`src/rtl/xor_parity_acc_if.sv`:
```
// Word-source handshake and parity-result bundle for xor_parity_acc.
// When XOR_CHECK_EN is defined the bundle also carries chk_bit and par_err.
`timescale 1ns/1ps

interface xor_parity_acc_if #(
    parameter int WIDTH     = 8,
    parameter int FRAME_LEN = 4
);
    localparam int CNT_W = $clog2(FRAME_LEN + 1);

    logic             start;
    logic [WIDTH-1:0] din;
    logic             din_valid;
    logic             din_ready;
    logic             par_out;
    logic             par_valid;
    logic             busy;
    logic [CNT_W-1:0] word_cnt;
`ifdef XOR_CHECK_EN
    logic             chk_bit;
    logic             par_err;
`endif

    // Word source / frame checker side
    modport master (
        output start, din, din_valid,
`ifdef XOR_CHECK_EN
        output chk_bit,
        input  par_err,
`endif
        input  din_ready, par_out, par_valid, busy, word_cnt
    );

    // Parity accumulator side
    modport slave (
        input  start, din, din_valid,
`ifdef XOR_CHECK_EN
        input  chk_bit,
        output par_err,
`endif
        output din_ready, par_out, par_valid, busy, word_cnt
    );
endinterface

```
`src/rtl/xor_parity_acc.sv`:
```
// Clocked parity accumulator: reduces each WIDTH-bit word to a parity bit and
// XOR-accumulates FRAME_LEN of them into one registered frame parity result.
// Optional feature macro: XOR_CHECK_EN (adds chk_bit input / par_err output).
`timescale 1ns/1ps

module xor_parity_acc #(
    parameter int WIDTH     = 8,
    parameter int FRAME_LEN = 4,
    parameter int ODD       = 0
) (
    input  logic               clk,
    input  logic               rst,
    xor_parity_acc_if.slave    pif
);
    localparam int CNT_W = $clog2(FRAME_LEN + 1);
    localparam logic [CNT_W-1:0] LAST_CNT = CNT_W'(FRAME_LEN - 1);
    localparam logic ODD_BIT = (ODD != 0);

    typedef enum logic [1:0] {
        ST_IDLE,
        ST_ACC,
        ST_DONE
    } state_t;

    state_t           state_reg;
    logic             acc_reg;
    logic [CNT_W-1:0] word_cnt_reg;
    logic             din_ready_reg;
    logic             busy_reg;
    logic             par_out_reg;
    logic             par_valid_reg;
`ifdef XOR_CHECK_EN
    logic             par_err_reg;
`endif

    // Bitwise parity of the incoming word as an XOR chain
    logic [WIDTH:0] par_chain;
    assign par_chain[0] = 1'b0;
    generate
        for (genvar gi = 0; gi < WIDTH; gi++) begin : g_par
            assign par_chain[gi+1] = par_chain[gi] ^ pif.din[gi];
        end
    endgenerate

    logic word_par;
    logic accept;
    logic acc_next;
    logic last_word;

    assign word_par  = par_chain[WIDTH];
    assign accept    = (state_reg == ST_ACC) && pif.din_valid;
    assign acc_next  = acc_reg ^ word_par;
    assign last_word = (word_cnt_reg == LAST_CNT);

    // Frame FSM; every output is a register so din_ready/busy/par_* follow the state exactly
    always_ff @(posedge clk or posedge rst) begin
        if (rst) begin
            state_reg     <= ST_IDLE;
            acc_reg       <= 1'b0;
            word_cnt_reg  <= '0;
            din_ready_reg <= 1'b0;
            busy_reg      <= 1'b0;
            par_out_reg   <= 1'b0;
            par_valid_reg <= 1'b0;
`ifdef XOR_CHECK_EN
            par_err_reg   <= 1'b0;
`endif
        end else begin
            case (state_reg)
                ST_IDLE: begin
                    if (pif.start) begin
                        state_reg     <= ST_ACC;
                        acc_reg       <= ODD_BIT;
                        word_cnt_reg  <= '0;
                        din_ready_reg <= 1'b1;
                        busy_reg      <= 1'b1;
                    end
                end
                ST_ACC: begin
                    if (accept) begin
                        acc_reg      <= acc_next;
                        word_cnt_reg <= word_cnt_reg + CNT_W'(1);
                        if (last_word) begin
                            // Result is published during DONE, together with its valid pulse
                            state_reg     <= ST_DONE;
                            din_ready_reg <= 1'b0;
                            par_out_reg   <= acc_next;
                            par_valid_reg <= 1'b1;
`ifdef XOR_CHECK_EN
                            par_err_reg   <= (acc_next != pif.chk_bit);
`endif
                        end
                    end
                end
                ST_DONE: begin
                    // start seen here is deliberately dropped; it must be re-asserted in IDLE
                    state_reg     <= ST_IDLE;
                    busy_reg      <= 1'b0;
                    par_valid_reg <= 1'b0;
`ifdef XOR_CHECK_EN
                    par_err_reg   <= 1'b0;
`endif
                end
                default: begin
                    state_reg     <= ST_IDLE;
                    din_ready_reg <= 1'b0;
                    busy_reg      <= 1'b0;
                    par_valid_reg <= 1'b0;
`ifdef XOR_CHECK_EN
                    par_err_reg   <= 1'b0;
`endif
                end
            endcase
        end
    end

    assign pif.din_ready = din_ready_reg;
    assign pif.busy      = busy_reg;
    assign pif.par_out   = par_out_reg;
    assign pif.par_valid = par_valid_reg;
    assign pif.word_cnt  = word_cnt_reg;
`ifdef XOR_CHECK_EN
    assign pif.par_err   = par_err_reg;
`endif

endmodule

```
`src/flat_wrapper.sv`:
```
// flat-port wrapper written by rule: the top's interface ports become plain ports
module xor_parity_acc_flat 
#(
    parameter int WIDTH     = 8,
    parameter int FRAME_LEN = 4,
    parameter int ODD       = 0
)
  (clk, rst, pif_start, pif_din, pif_din_valid, pif_din_ready, pif_par_out, pif_par_valid, pif_busy, pif_word_cnt);
  xor_parity_acc_if #(.WIDTH(WIDTH), .FRAME_LEN(FRAME_LEN)) pif_i ();
  input  logic clk;
  input  logic rst;
  input wire logic [$bits(pif_i.start)-1:0] pif_start;
  input wire logic [$bits(pif_i.din)-1:0] pif_din;
  input wire logic [$bits(pif_i.din_valid)-1:0] pif_din_valid;
  output wire logic [$bits(pif_i.din_ready)-1:0] pif_din_ready;
  output wire logic [$bits(pif_i.par_out)-1:0] pif_par_out;
  output wire logic [$bits(pif_i.par_valid)-1:0] pif_par_valid;
  output wire logic [$bits(pif_i.busy)-1:0] pif_busy;
  output wire logic [$bits(pif_i.word_cnt)-1:0] pif_word_cnt;
  assign pif_i.start = pif_start;
  assign pif_i.din = pif_din;
  assign pif_i.din_valid = pif_din_valid;
  assign pif_din_ready = pif_i.din_ready;
  assign pif_par_out = pif_i.par_out;
  assign pif_par_valid = pif_i.par_valid;
  assign pif_busy = pif_i.busy;
  assign pif_word_cnt = pif_i.word_cnt;
  xor_parity_acc #(.WIDTH(WIDTH), .FRAME_LEN(FRAME_LEN), .ODD(ODD)) u_core (.clk(clk), .rst(rst), .pif(pif_i));
endmodule
```
`config.mk`:
```
export PLATFORM = sky130hd
export DESIGN_NAME = xor_parity_acc_flat
export DESIGN_NICKNAME = d
export VERILOG_FILES = /design/src/rtl/xor_parity_acc_if.sv /design/src/rtl/xor_parity_acc.sv /design/src/flat_wrapper.sv
export SDC_FILE = /design/constraint.sdc
export NUM_CORES = 1
export LEC_CHECK = 0
export ABC_AREA = 1
export CAP_MARGIN = 20
export CORE_MARGIN = 5
export CORE_UTILIZATION = 28
export DETAILED_ROUTE_END_ITERATION = 10
export SLEW_MARGIN = 25
export SYNTH_ARGS = -nofsm -noshare
export SYNTH_HDL_FRONTEND = slang
export SYNTH_SLANG_ARGS = --single-unit
```
`constraint.sdc`:
```
create_clock -name clk -period 1.4 [get_ports clk]
set_input_delay 0.28 -clock clk [delete_from_list [all_inputs] [get_ports clk]]
set_output_delay 0.28 -clock clk [all_outputs]
set_load 0.02 [all_outputs]
```
==> impl_metrics.json <==
{
  "cts_buffer_depth": 2,
  "critical_path.startpoint_type": "flip-flop",
  "cts_sinks": 10,
  "drt-total-wl_um": 1060,
  "max-slew-margin-rel": 0.753,
  "min_period_ps": 1270,
  "fin_cells": 126,
  "largest_reg_flops": 3,
  "drt_iter0_drc": 1,
  "cp.required_ps": 1120,
  "first_pass_iters": 2,
  "cap_viol_max_count": 0,
  "path_delay_family": "flip-flops",
  "max_stage_delay_ps": 410,
  "cpMaxStageDelayCell": "dfrtp_1",
  "dieArea_sq_um": 3070,
  "cp_max_fo": 4,
  "rows": 16,
  "finish.instance_area_sq_um": 813,
  "core_sq_um": 1960,
  "synth.top_cell.area_share": 0.433,
  "p_leak_nw": 0.458,
  "overflow": 0,
  "nFillCells": 227,
  "worst-setup-path-type": "reg -> out",
  "path_cells": "dlygate4sd2_1",
  "insertion_delay_ps": 250,
  "drc_errors": 0,
  "ctsResizeCount": 7,
  "maxSlewViolCount": 0,
  "rrSetupSlack_ps": 170,
  "synth_top_cells_by_count": "nand2_1, inv_1, dfrtp_1",
  "cts-buffers-inserted": 3,
  "end_kind": "output port",
  "antenna_cells": 0,
  "syn-cell-area_sq_um": 578,
  "drive_gt1_frac": 0.121,
  "fin_nets": 115,
  "reg2reg_depth": 6,
  "vdd_drop_max_mv": 0.524,
  "ctsHoldBuffers": 0,
  "finalClockSkew_ps": 1.34,
  "synth_nets": 91,
  "start_util": 0.295,
  "postCtsSetupRepairBufs": 0,
  "grt_start_max_net_pins": 11,
  "ys_seq_area_frac": 0.433,
  "cts.clk_slew.worst_paths_ps": 60,
  "ys_top_cells_by_area": "dfrtp_1, nand2_1, inv_1",
  "fin_util": 0.415,
  "wl_per_cell_um": 8.44,
  "grt_pass1_vias": 526,
  "rsz0062_at_grt": "false",
  "min_period_over_period": 0.909,
  "ys_async_sr_fraction": 1.00,
  "synthCells": 77,
  "cts_tree": "done",
  "ys.flop_type": "dfrtp_1",
  "ys_warn_count": 0,
  "place_congestion": 0.724,
  "timing_hold_violations_final": 0,
  "gr-usage-all-layers": 0.0810,
  "ys_ff_latch": 10,
  "root_buffer": "clkbuf_4",
  "die_h_um": 55.4,
  "htreeDepth": 1,
  "placed_area_sq_um": 800,
  "yosysUniqueCellTypes": 15,
  "cp.arrival_ps": 990,
  "powerDensity_nw_per_um2": 1620,
  "portBuffers": 18,
  "vias": 533,
  "synth_edf_count": 0,
  "grt_pass1_wl_um": 1980,
  "whs_ps": 295,
  "die_w_um": 55.4,
  "placed_cells": 123,
  "synth_most_common_cell": "nand2_1",
  "pin_count": 19,
  "viasPerCell": 4.23,
  "tightest_slew_ps": 370,
  "setup_viol": 0,
  "outcome": "complete, no violations",
  "syn_to_final_growth_pct": 40.7,
  "hold_class": "in -> async",
  "rr_startpoint": "u_core.pif.word_cnt[0]",
  "critPathBufInv": 1,
  "dp_hpwl_um": 946,
  "yosysTopAreaCell": "dfrtp_1",
  "p_total_mw": 1.32,
  "postRouteAntennaNets": 0,
  "max_clock_freq_mhz": 786,
  "syn_area_per_cell_sq_um": 7.51,
  "antenna_found_initial": 0,
  "rr_endpoint": "u_core.pif.par_out"
}
## layout by cell type (no fill, tap or decap), types with 2 or more instances in the layout
cell type,synthesis,routed
nand2_1,24,24
inv_1,15,15
clkdlybuf4s50_1,0,11
dfrtp_1,10,10
nand3_1,8,8
dlygate4sd2_1,0,7
nand2_2,5,5
o21ai_0,3,3
clkbuf_4,0,3
nor2_1,2,2
xnor2_1,2,2
ha_1,2,2
## metal layers
layer	GRT usage	up-vias	wire, um
li1	-	281	-
met1	0.0874	233	483
met2	0.128	17	509
met3	0.0280	2	63
met4	0.0625	0	8
met5	0	-	0
## power breakdown
group,total (mW),internal (mW),switching [mW]
Combinational,0.644,0.271,0.372
Sequential,0.495,0.414,0.0811
Clock,0.181,0.0984,0.0822
Total,1.32,0.784,0.536
## per-stage QoR
stage          setup slack (ps)  setup TNS [ps]
6_report                    128               0
4_1_cts                     107               0
5_1_grt                    74.7               0
3_5_place_dp              -50.4           -91.6
3_3_place_gp              -30.7           -52.7
2_1_floorplan               158               0
## cell type report
cell class,instances,area (sq um),share of cell area
Tap cell,27,33.8,0.0415
Inverter,16,60.1,0.0738
Multi-Input combinational cell,51,268,0.329
Timing Repair Buffer,19,179,0.220
Sequential cell,10,250,0.308
Clock buffer,3,22.5,0.0277
## worst max-delay path by stage
stage                                 from  slack [ps]                 end  cells past startpoint
global route        u_core.pif.word_cnt[0]          70     pif_word_cnt[0]                      1
CTS                 u_core.pif.word_cnt[0]         110     pif_word_cnt[0]                      1
floorplan           u_core.pif.word_cnt[0]         160  u_core.pif.par_out                      6
global placement                pif_din[0]         -30  u_core.pif.par_out                     10
detailed placement              pif_din[0]         -50  u_core.pif.par_out                     10
finish              u_core.pif.word_cnt[0]         130     pif_word_cnt[0]                      1
## logic make-up (layout without fill, tap and decap cells)
family                     count (synthesis)  after routing  share of synthesized area
buffers and inverters                     16             38                      0.104
and+or+nand+nor                           41             41                      0.323
xor gates and xnor gates                   3              3                     0.0455
DFF                                       10             10                      0.433
adders and majority gates                  2              2                     0.0433
AOI/OAI and AO/OA                          5              5                     0.0520
Power figures use the tool's default switching activity.
